==> config.mk <==
export PLATFORM = sky130hd
export DESIGN_NAME = truth_table_sweeper_flat
export DESIGN_NICKNAME = d
export VERILOG_FILES = /design/src/rtl/truth_table_sweeper_pkg.sv /design/src/rtl/truth_table_sweeper_if.sv /design/src/rtl/truth_table_sweeper_row_checker.sv /design/src/rtl/truth_table_sweeper.sv /design/src/flat_wrapper.sv
export SDC_FILE = /design/constraint.sdc
export NUM_CORES = 1
export LEC_CHECK = 0
export CAP_MARGIN = 15
export CORE_MARGIN = 2
export CORE_UTILIZATION = 40
export CTS_BUF_LIST = sky130_fd_sc_hd__clkbuf_8
export DETAILED_ROUTE_END_ITERATION = 7
export MAX_ROUTING_LAYER = met4
export PLACE_DENSITY = 0.71
export SYNTH_ARGS = -nofsm -noshare
export SYNTH_HDL_FRONTEND = slang
export SYNTH_SLANG_ARGS = --single-unit
==> constraint.sdc <==
create_clock -name clk -period 6.1 [get_ports clk]
set_clock_uncertainty 0.05 [all_clocks]
set_input_delay 1.22 -clock clk [delete_from_list [all_inputs] [get_ports clk]]
set_output_delay 1.22 -clock clk [all_outputs]
set_load 0.1 [all_outputs]
==> src/rtl/truth_table_sweeper_pkg.sv <==
// Shared types and sizing helpers for the truth-table sweeper.
package truth_table_pkg;

    // Sweep sequencer states
    typedef enum logic [1:0] {
        IDLE   = 2'd0,
        HOLD   = 2'd1,
        FINISH = 2'd2
    } state_t;

    // Settle counter width: enough for the largest legal settle interval (255)
    localparam int SETTLE_W = 8;

    // Number of truth-table rows for an n-input netlist
    function automatic int rows(input int n);
        return 1 << n;
    endfunction

    // Row index width: one bit per netlist input
    function automatic int row_w(input int n);
        return n;
    endfunction

    // Mismatch counter width: one extra bit so a fully wrong table (2^n) fits
    function automatic int count_w(input int n);
        return n + 1;
    endfunction

endpackage

==> src/rtl/truth_table_sweeper_if.sv <==
// Host/netlist-facing signal bundle of the truth-table sweeper.
interface truth_table_sweeper_if #(
    parameter int N_INPUTS = 3
);
    import truth_table_pkg::*;

    localparam int ROWS = rows(N_INPUTS);

    logic                  start;
    logic [ROWS-1:0]       expected;
    logic [N_INPUTS-1:0]   dut_inp;
    logic                  dut_out;
    logic                  busy;
    logic                  done;
    logic [ROWS-1:0]       observed;
    logic                  match;
    logic [N_INPUTS:0]     mismatch_count;
    logic [N_INPUTS-1:0]   first_fail;

    // Host side: issues sweeps, supplies the netlist output, reads results
    modport master (
        output start,
        output expected,
        output dut_out,
        input  dut_inp,
        input  busy,
        input  done,
        input  observed,
        input  match,
        input  mismatch_count,
        input  first_fail
    );

    // Sweeper side
    modport slave (
        input  start,
        input  expected,
        input  dut_out,
        output dut_inp,
        output busy,
        output done,
        output observed,
        output match,
        output mismatch_count,
        output first_fail
    );

endinterface

==> src/rtl/truth_table_sweeper_row_checker.sv <==
// Compares one sampled netlist output bit against the expected bit of the current row.
module tt_row_checker
    import truth_table_pkg::*;
#(
    parameter int N_INPUTS = 3
) (
    input  logic [rows(N_INPUTS)-1:0] exp_vec,
    input  logic [N_INPUTS-1:0]       row,
    input  logic                      sample,
    output logic                      mismatch
);

    localparam int ROWS = rows(N_INPUTS);

    // One-hot select of the expected bit: only the addressed row can contribute
    logic [ROWS-1:0] exp_hit;

    generate
        for (genvar gi = 0; gi < ROWS; gi++) begin : g_row_sel
            assign exp_hit[gi] = (row == N_INPUTS'(gi)) && exp_vec[gi];
        end
    endgenerate

    assign mismatch = sample ^ (|exp_hit);

endmodule

==> src/rtl/truth_table_sweeper.sv <==
// Sweeps every input row of a single-output combinational netlist, samples its
// output after a programmable settle interval and grades the captured table.
module truth_table_sweeper
    import truth_table_pkg::*;
#(
    parameter int N_INPUTS      = 3,
    parameter int SETTLE_CYCLES = 2
) (
    input  logic                  clk,
    input  logic                  rst,
    truth_table_sweeper_if.slave  bus
);

    localparam int ROWS  = rows(N_INPUTS);
    localparam int ROW_W = row_w(N_INPUTS);
    localparam int CNT_W = count_w(N_INPUTS);

    localparam logic [ROW_W-1:0]    LAST_ROW    = ROW_W'(ROWS - 1);
    localparam logic [SETTLE_W-1:0] SETTLE_LAST = SETTLE_W'(SETTLE_CYCLES);
    localparam logic [ROW_W-1:0]    ROW_ONE     = ROW_W'(1);
    localparam logic [SETTLE_W-1:0] SETTLE_ONE  = SETTLE_W'(1);
    localparam logic [CNT_W-1:0]    CNT_ONE     = CNT_W'(1);

    state_t                state_q,      state_d;
    logic [ROW_W-1:0]      row_q,        row_d;
    logic [SETTLE_W-1:0]   settle_q,     settle_d;
    logic [ROWS-1:0]       exp_q,        exp_d;
    logic [ROWS-1:0]       observed_q,   observed_d;
    logic [CNT_W-1:0]      mismatch_q,   mismatch_d;
    logic [ROW_W-1:0]      first_fail_q, first_fail_d;
    logic                  seen_fail_q,  seen_fail_d;
    logic                  match_q,      match_d;
    logic                  busy_q,       busy_d;
    logic                  done_q,       done_d;

    logic                  row_mismatch;
    logic                  sample_now;

    // The sample point is the last cycle of a row's hold window
    assign sample_now = (settle_q == SETTLE_LAST);

    tt_row_checker #(
        .N_INPUTS (N_INPUTS)
    ) u_row_checker (
        .exp_vec  (exp_q),
        .row      (row_q),
        .sample   (bus.dut_out),
        .mismatch (row_mismatch)
    );

    // Next-state logic for the sequencer, row/settle counters and result registers
    always_comb begin
        state_d      = state_q;
        row_d        = row_q;
        settle_d     = settle_q;
        exp_d        = exp_q;
        observed_d   = observed_q;
        mismatch_d   = mismatch_q;
        first_fail_d = first_fail_q;
        seen_fail_d  = seen_fail_q;
        match_d      = match_q;
        busy_d       = busy_q;
        done_d       = 1'b0;

        case (state_q)
            IDLE: begin
                busy_d = 1'b0;
                row_d  = '0;
                if (bus.start) begin
                    // Expected table is frozen here; later changes are ignored
                    exp_d        = bus.expected;
                    observed_d   = '0;
                    mismatch_d   = '0;
                    first_fail_d = '0;
                    seen_fail_d  = 1'b0;
                    match_d      = 1'b0;
                    row_d        = '0;
                    settle_d     = '0;
                    busy_d       = 1'b1;
                    state_d      = HOLD;
                end
            end

            HOLD: begin
                if (sample_now) begin
                    observed_d[row_q] = bus.dut_out;
                    if (row_mismatch) begin
                        mismatch_d = mismatch_q + CNT_ONE;
                        if (!seen_fail_q) begin
                            first_fail_d = row_q;
                            seen_fail_d  = 1'b1;
                        end
                    end
                    // Terminal row leaves HOLD, so the row counter never wraps
                    if (row_q == LAST_ROW) begin
                        state_d = FINISH;
                    end else begin
                        row_d    = row_q + ROW_ONE;
                        settle_d = '0;
                    end
                end else begin
                    settle_d = settle_q + SETTLE_ONE;
                end
            end

            FINISH: begin
                // Last row stays applied through this cycle; drop to 0 on exit
                match_d  = (mismatch_q == '0);
                done_d   = 1'b1;
                busy_d   = 1'b0;
                row_d    = '0;
                settle_d = '0;
                state_d  = IDLE;
            end

            default: begin
                busy_d  = 1'b0;
                row_d   = '0;
                state_d = IDLE;
            end
        endcase
    end

    // State and result registers; synchronous reset aborts any sweep in progress
    always_ff @(posedge clk) begin
        if (rst) begin
            state_q      <= IDLE;
            row_q        <= '0;
            settle_q     <= '0;
            exp_q        <= '0;
            observed_q   <= '0;
            mismatch_q   <= '0;
            first_fail_q <= '0;
            seen_fail_q  <= 1'b0;
            match_q      <= 1'b0;
            busy_q       <= 1'b0;
            done_q       <= 1'b0;
        end else begin
            state_q      <= state_d;
            row_q        <= row_d;
            settle_q     <= settle_d;
            exp_q        <= exp_d;
            observed_q   <= observed_d;
            mismatch_q   <= mismatch_d;
            first_fail_q <= first_fail_d;
            seen_fail_q  <= seen_fail_d;
            match_q      <= match_d;
            busy_q       <= busy_d;
            done_q       <= done_d;
        end
    end

    assign bus.dut_inp        = row_q;
    assign bus.busy           = busy_q;
    assign bus.done           = done_q;
    assign bus.observed       = observed_q;
    assign bus.match          = match_q;
    assign bus.mismatch_count = mismatch_q;
    assign bus.first_fail     = first_fail_q;

endmodule
==> src/flat_wrapper.sv <==
// flat-port wrapper written by rule: the top's interface ports become plain ports
module truth_table_sweeper_flat import truth_table_pkg::*;
#(
    parameter int N_INPUTS      = 3,
    parameter int SETTLE_CYCLES = 2
)
  (clk, rst, bus_start, bus_expected, bus_dut_out, bus_dut_inp, bus_busy, bus_done, bus_observed, bus_match, bus_mismatch_count, bus_first_fail);
  truth_table_sweeper_if #(.N_INPUTS(N_INPUTS)) bus_i ();
  input  logic clk;
  input  logic rst;
  input wire logic [$bits(bus_i.start)-1:0] bus_start;
  input wire logic [$bits(bus_i.expected)-1:0] bus_expected;
  input wire logic [$bits(bus_i.dut_out)-1:0] bus_dut_out;
  output wire logic [$bits(bus_i.dut_inp)-1:0] bus_dut_inp;
  output wire logic [$bits(bus_i.busy)-1:0] bus_busy;
  output wire logic [$bits(bus_i.done)-1:0] bus_done;
  output wire logic [$bits(bus_i.observed)-1:0] bus_observed;
  output wire logic [$bits(bus_i.match)-1:0] bus_match;
  output wire logic [$bits(bus_i.mismatch_count)-1:0] bus_mismatch_count;
  output wire logic [$bits(bus_i.first_fail)-1:0] bus_first_fail;
  assign bus_i.start = bus_start;
  assign bus_i.expected = bus_expected;
  assign bus_i.dut_out = bus_dut_out;
  assign bus_dut_inp = bus_i.dut_inp;
  assign bus_busy = bus_i.busy;
  assign bus_done = bus_i.done;
  assign bus_observed = bus_i.observed;
  assign bus_match = bus_i.match;
  assign bus_mismatch_count = bus_i.mismatch_count;
  assign bus_first_fail = bus_i.first_fail;
  truth_table_sweeper #(.N_INPUTS(N_INPUTS), .SETTLE_CYCLES(SETTLE_CYCLES)) u_core (.clk(clk), .rst(rst), .bus(bus_i));
endmodule
### Word level (Yosys, flattened, before mapping)

Index checks and enable logic that the tools add are counted.

| storage, ports and cells | value |
|---|---|
| register bits after elaboration | 40 |
| input port bits | 12 |
| output and inout bits | 21 |
| logic and storage cells | 90 |

| cells by class | value |
|---|---|
| add/subtract/negate cells | 3 |
| order comparisons | 2 |
| equality and inequality tests | 16 |
| muxes and demuxes | 30 |
| bitwise logic cells | 3 |
| reduce and logical (&&, ||, !) cells | 25 |

Operators by type and width:

| operator | count |
|---|---|
| $mux W8 | 4 |
| $pmux W8 S3 | 1 |
| $pmux W8 S2 | 1 |
| $eq A3 B3 Y1 const B | 4 |
| $mux W3 | 4 |
| $mux W4 | 3 |
| $logic_and A1 B1 Y1 | 9 |
| $reduce_and A3 Y1 | 3 |
| $add A8 B1 Y8 const B | 1 |
| $bwmux W8 | 1 |
| $eq A8 B2 Y1 const B | 1 |
| $pmux W4 S2 | 1 |
| $reduce_or A8 Y1 | 1 |
| $eq A3 B2 Y1 const B | 2 |
| $mux W1 | 6 |
| $mux W2 | 3 |
| $ne A2 B1 Y1 const B | 3 |
| $pmux W1 S2 | 3 |
| $pmux W3 S2 | 1 |
| $reduce_and A2 Y1 | 3 |
| $reduce_and A5 Y1 | 1 |
| $add A4 B1 Y4 const B | 1 |
| $logic_not A4 Y1 | 1 |
| $lt A3 B4 Y1 const B | 1 |
| other kinds (17) | 20 |

### Longest topological paths before layout

Gate-level depths: netlist (run 1).

| depth | value |
|---|---|
| depth after elaboration | 7 |
| gate-level depth with buffers | 8 |
| mapped depth without buffers | 7 |

### Modules after synthesis

A second synthesis (run 1) with hierarchy kept.

| unflattened totals | value |
|---|---|
| cell total of the unflattened synthesis | 214 |
| area total of the unflattened synthesis | 1951.9 um^2 |

By module, submodules not included:

| module | instances | cells each | area each (um^2) |
|---|---|---|---|
| truth_table_sweeper | 1 | 207 | 1875.5 |
| tt_row_checker | 1 | 7 | 76.3 |

### Least setup slack after synthesis (run 1)

No wires, ideal clock.

| timing path | value |
|---|---|
| path type | reg-to-reg |
| start point | register u_core.row_q[1], in the netlist u_core.bus.dut_inp[1] |
| end point | register u_core.mismatch_q[3], in the netlist u_core.bus.mismatch_count[3] |
| library setup time | 72 ps |
| arrival time | 2801 ps |
| path slack | 3177 ps |
| stages on the path, launching flop included | 8 |
| buffers on the path | 0 |
| period minus slack after synthesis | 2923 ps |
| path through | dfxtp_1 inv_1 ha_1 a221oi_1 a21oi_1 or3_4 a21oi_2 mux2i_1 |

| between the ends | value |
|---|---|
| longest elaborated chain between the ends | 6 |
| elaborated cells between the ends (all ways) | 20 |

RTL lines:

| element | line | RTL |
|---|---|---|
| start, declared | truth_table_sweeper.sv:25 | `logic [ROW_W-1:0] row_q, row_d;` |
| start signal, assigned | truth_table_sweeper.sv:140 | `row_q <= row_d;` |
| $eq A3 B1 Y1 (tied with other cells) | truth_table_sweeper_row_checker.sv:20 | `assign exp_hit[gi] = (row == N_INPUTS'(gi)) && exp_vec[gi];` |
| $logic_and A1 B1 Y1 | truth_table_sweeper_row_checker.sv:20 |  |
| $reduce_or A8 Y1 (*) | truth_table_sweeper_row_checker.sv:24 | `assign mismatch = sample ^ (\|exp_hit);` |
| $xor A1 B1 Y1 (*) | truth_table_sweeper_row_checker.sv:24 |  |
| $ne A2 B1 Y1 (no source line) (*) | n/a |  |
| $reduce_and A4 Y1 (no source line) (*) | n/a |  |
| end signal, assigned | truth_table_sweeper.sv:144 | `mismatch_q <= mismatch_d;` |
| end, declared | truth_table_sweeper.sv:29 | `logic [CNT_W-1:0] mismatch_q, mismatch_d;` |

Mark *: on every way between the ends. The rest lies on a longest branch, timed or not.
A chain may end at the register's enable or synchronous reset.

### Worst setup path in the final report (run 1)

| timing path | value |
|---|---|
| start point | register u_core.row_q[2], in the netlist u_core.bus.dut_inp[2] |
| end point | output bus_dut_inp[2] |

RTL lines:

| element | line | RTL |
|---|---|---|
| end, declared | flat_wrapper.sv:14 | `output wire logic [$bits(bus_i.dut_inp)-1:0] bus_dut_inp;` |

No word-level cell between the ends.

==> results.toml, run 1 <==
[timing]
timing.final.crit_share_pct = 56.38
setup_viol = 0
period_needed_ns = 3.439
tns_ns = 0
relSlewSlack_pct = 34.98
rsz0062_at_grt = "no"
final_max_slew_viol_count = 0
hold_viol_final = 0
worst_pin_slew_ns = 0.9722
clock.fmax_mhz = 290.7

[detailed_routing]
first_iter_violations = 129
postRouteWirelength_um = 4333
wl_per_cell_um = 12.82
postRouteAntennaNets = 0
vias = 1771
routed_via_density = 5.240
drc = 0
drtPass1Iterations = 4

[placed_design]
detailed_place_hpwl_um = 3067
gp_congestion = 0.8060
dp_cells = 330
dpl_cell_area_um2 = 2359
numPortBuffers = 32

[worst_hold_path]
min_path_type = "register to register"

[power]
vdd_drop_max_uv = 124.0
power.leakage_nw = 0.8415
total_power_mw = 0.5069
powerDensity_nw_per_um2 = 206.8

[clock_network]
cts_tree = "done"
numCtsBuffers = 5
cts_buffer_depth = 2
hold_buffers = 0
htreeDepth = 2
cts_sinks = 40
cts.clk_slew.worst_paths_ns = 0.08
insertion_delay_ns = 0.29
cts_setup_buffers = 0
clockRootBuffer = "clkbuf_8"
cts-resized-gates = 0

[die]
rows = 25
die_w_um = 74.35
core_um2 = 4755
die_y_um = 74.35
start_util_pct = 41.63
dieArea_um2 = 5527
io-pin-count = 33

[global_routing]
grt_pass1_wl_um = 7058
grt_max_degree = 41
grt_overflow_total = 0
track_usage_pct = 16.98
grt_pass1_vias = 1615
antenna_found_initial = 0

[worst_setup_path]
crit_buf_inv = 1
arrival_ns = 2.17
regToRegSetupSlack_ns = 3.67
crit_fanout = 14
critPathTopFamily = "buffers and inverters"
worstSetupPathType = "register to output pin"
worst_path_max_delay_cell = "clkdlybuf4s50_1"
cp.required_ns = 4.83
cp-end-kind = "output pin"
cp_cell_sequence = "clkdlybuf4s50_1"
critical-path-max-stage-delay_ns = 1.24
start_kind = "register"

[cells_and_area]
layout.nets = 292
synthToLayoutAreaGrowth_pct = 23.83
diodes = 0
nFillCells = 490
design_area_um2 = 2451
fin_cells = 338
drive_gt1_share_pct = 6.273

[synthesis]
ys_seq_elements = 40
syn_area_um2 = 1979
syn_nets = 261
synthesis.instances = 239
ys_warn_count = 0
ys_async_sr_fraction_pct = 0
synth-main-ff-cell = "dfxtp_1"
synthDistinctLibCells = 45
ys_seq_area_share_pct = 40.46
syn_avg_cell_area_um2 = 8.282
synth_edf_count = 0

[run]
cap_violations = 0

[outcome]
outcome = "finished clean"
## final cells by class
cell class	instances	area, um2	area share, %
clock buffer	6	82.58	3.369
multi-input combinational	182	1112	45.38
timing repair buffer	34	335.3	13.68
inverter	7	26.28	1.072
sequential	40	800.8	32.67
tap	67	83.83	3.420
clock inverter	2	10.01	0.4084
## cells by family after synthesis
group           count (synthesis)  share of synthesized area (%)
flops                          40                          40.46
mux                             4                          2.023
simple gates                   94                          24.65
buf+inv                        17                          3.351
xor+xnor                        6                          2.655
fa+ha+maj                      10                          6.321
compound gates                 68                          20.54
## through the flow
stage / worst slack (ns) / hold WS (ns) / utilization (%)
floorplan: 3.177 / 0.3857 / -
global placement: 3.025 / 0.3976 / 49.61
detailed placement: 3.009 / 0.4062 / 49.61
CTS: 2.678 / 0.4167 / 51.55
global route: 2.632 / 0.4324 / 51.55
finish: 2.661 / 0.4122 / 51.55
## cells in the mapped netlist, types with 2 or more instances
library cell  instances  area [um2]
xnor2_1               3       26.28
nand3_1               5       25.02
a22oi_1               2       15.01
a21oi_1              28       140.1
or3_1                 5       31.28
nor3b_1               3       22.52
inv_1                 7       26.28
nand2_1              31       116.4
buf_2                 2       10.01
nand3b_1              6       45.04
a31oi_1               4       25.02
clkbuf_1              8       30.03
dfxtp_1              40       800.8
ha_1                 10       125.1
or4_1                 3       22.52
nor2_1               21       78.83
xor2_1                3       26.28
o31a_1                3       26.28
nor3_1                7       35.03
o21a_1                2       15.01
nand4_1               3       18.77
mux2i_1               4       40.04
nand2b_1              2       12.51
o21ai_0              16       80.08
## registers in the layout, indices dropped and copies added (netlist names), 2 cells and up
name	count
u_core.bus.observed	8
u_core.exp_q	8
u_core.settle_q	8
u_core.bus.mismatch_count	4
u_core.bus.dut_inp	3
u_core.bus.first_fail	3
u_core.state_q	2
## layer usage
metal | share of wire (%) | global-route usage, % | vias to the layer above
li1 | - | - | 909
met1 | 49 | 21.34 | 826
met2 | 46 | 26.69 | 28
met3 | 3.5 | 4.065 | 8
met4 | 1.7 | 6.151 | 0
met5 | 0 | - | -
## placed cells by master, fill, tap and decap left out, drive strengths merged, types with 6 or more instances in the layout
cell type / count
nand3: 6
dfxtp: 40
nand2: 31
clkbuf: 6
clkdlybuf4s50: 32
ha: 10
or3: 6
inv: 7
a21oi: 29
nor3: 8
nand3b: 6
nor2: 22
o21ai: 17
## report_power, final
part | switching (mW) | internal [mW]
clock network | 0.0916 | 0.0903
logic | 0.0336 | 0.0204
registers | 0.00463 | 0.266
## worst paths after layout
check,startpoint,endpoint,cells past startpoint
setup / recovery,u_core.bus.dut_inp[2],bus_dut_inp[2],1
hold / removal,u_core.exp_q[0],u_core.exp_q[0],2
setup reg to reg,u_core.bus.dut_inp[1],u_core.bus.mismatch_count[3],7
hold reg to reg,u_core.exp_q[0],u_core.exp_q[0],2
Note: power is estimated with default switching activity, not from simulation.
==> run 2: changes to the inputs <==
Clock period 6.1 ns to 3.35 ns, I/O delays scaled along.
==> run 2 against run 1 <==
  * Total power grew 84%
  * Register-to-register slack lost 2.8 ns
  * Clock-buffer cell count grew 1
  * Wire length grew 0.85%
  * Largest power group unchanged
  * Clock power grew 87%
  * Highest routed layer unchanged
  * Sequential power grew 82%
  * Worst hold slack lost 0.0060 ns
==> results.toml, run 2 (synthesis gave the netlist of run 1 again) <==
[power]
power_frac_seq_pct = 52.9
netSwitchingFraction_pct = 24.41
p_switching_mw = 0.2278
vdd_drop_max_uv = 186.7
pwr-share-comb_pct = 10.5
powerDensity_nw_per_um2 = 388.5
clkPwrFrac_pct = 36.5
internal_power_mw = 0.7054
total_power_mw = 0.9332
power.leakage_nw = 0.8839

[cells_and_area]
drive_gt1_share_pct = 13.70
fin_util_pct = 50.53
nFillCells = 460
final_cell_mix = "40 x dfxtp_1, 31 x nand2_1, 28 x a21oi_1"
layout_commonest_cell = "dfxtp_1"
seq_area_um2 = 800.8
synthToLayoutAreaGrowth_pct = 21.37
multi_input_area_um2 = 1112
fin_cells = 337
diodes = 0
layout.nets = 292
design_area_um2 = 2402

[timing]
relSlewSlack_pct = 44.17
clock.fmax_mhz = 402.1
final_max_slew_viol_count = 0
period_needed_ns = 2.487
rsz0062_at_grt = "no"
setup_viol = 0
timing.final.crit_share_pct = 74.24
hold_ws_ns = 0.4062
worst_slack_ns = 0.8629
hold_viol_final = 0
worst_pin_slew_ns = 0.8336
tns_ns = 0

[placed_design]
detailed_place_hpwl_um = 3105
numPortBuffers = 32
gp_congestion = 0.8139
dp_cells = 330
dpl_cell_area_um2 = 2306
pre_cts_ws_ns = 0.8861

[global_routing]
grt_pass1_wl_um = 7293
grt_use_met2_pct = 26.59
grt_use_met3_pct = 4.878
grt_max_degree = 22
grtUsageMet1_pct = 22.60
grt_pass1_vias = 1606
top_usage_layer = "met2"
track_usage_pct = 17.60
antenna_found_initial = 0
grt_overflow_total = 0

[worst_setup_path]
worst_path_max_delay_cell = "dfxtp_1"
crit_buf_inv = 1
critical-path-max-stage-delay_ns = 0.54
arrival_ns = 2.64
cp-end-kind = "register"
critPathTopFamily = "compound AO/OA/AOI/OAI gates"
worstSetupPathType = "register to register"
crit_top_cell = "nor3_1"
crit_fanout = 10
cp_cell_sequence = "inv_1 > ha_1 > a221oi_1 > a21oi_1 > nor3_1 > nor3_1 > o21ai_0"
cp.required_ns = 3.51
start_kind = "register"

[clock_network]
numCtsBuffers = 5
clockRootBuffer = "clkbuf_8"
cts_sinks = 40
hold_buffers = 0
cts_tree = "done"
insertion_delay_ns = 0.29
htreeDepth = 2
cts_setup_buffers = 0
cts.clk_slew.worst_paths_ns = 0.07
cts_buffer_depth = 2
cts-resized-gates = 0

[detailed_routing]
postRouteAntennaNets = 0
routed_via_density = 5.294
vias = 1784
wl_per_cell_um = 12.97
postRouteWirelength_um = 4370
drtPass1Iterations = 4
drc = 0
first_iter_violations = 64

[die]
dieArea_um2 = 5527
die_w_um = 74.35
core_um2 = 4755
io-pin-count = 33
start_util_pct = 41.63
die_y_um = 74.35
rows = 25

[outcome]
outcome = "finished clean"

[worst_hold_path]
min_path_type = "register to register"

[run]
cap_violations = 0
==> run 2: path summary, 6_finish.rpt <==
check / startpoint / cells past startpoint / slack, ns / endpoint
max: u_core.bus.dut_inp[1] / 7 / 0.86 / u_core.bus.first_fail[0]
min reg2reg: u_core.exp_q[6] / 2 / 0.41 / u_core.exp_q[6]
min: u_core.exp_q[6] / 2 / 0.41 / u_core.exp_q[6]
max reg2reg: u_core.bus.dut_inp[1] / 7 / 0.86 / u_core.bus.first_fail[0]
==> run 2: worst register-to-register path: cells and delay by family (launching register included) <==
family          cells  cell delay [ns]
compound gates      3             0.76
fa+ha+maj           1             0.25
flops               1             0.54
buf+inv             1             0.23
simple gates        2             0.58
==> run 2: cell type report <==
type	count	area share (%)
Sequential cell	40	33.33
Timing Repair Buffer	34	11.77
Multi-Input combinational cell	182	46.30
Inverter	7	1.094
Clock buffer	7	4.010
Tap cell	67	3.490
==> run 2: metal layers <==
metal | vias up | routed length, um
met1 | 828 | 2119
li1 | 907 | -
met3 | 5 | 189
met4 | 0 | 58
met2 | 44 | 2003
met5 | - | 0
==> run 2: power by group through the flow <==
stage | Clock (mW) | Combinational [mW] | Sequential (mW)
after detailed placement | 0 | 0.0975 | 0.505
final | 0.341 | 0.0984 | 0.494
after global routing | 0.367 | 0.108 | 0.495
after global placement | 0 | 0.0971 | 0.504
after floorplan | 0 | 0.0583 | 0.511
after CTS | 0.350 | 0.0980 | 0.494
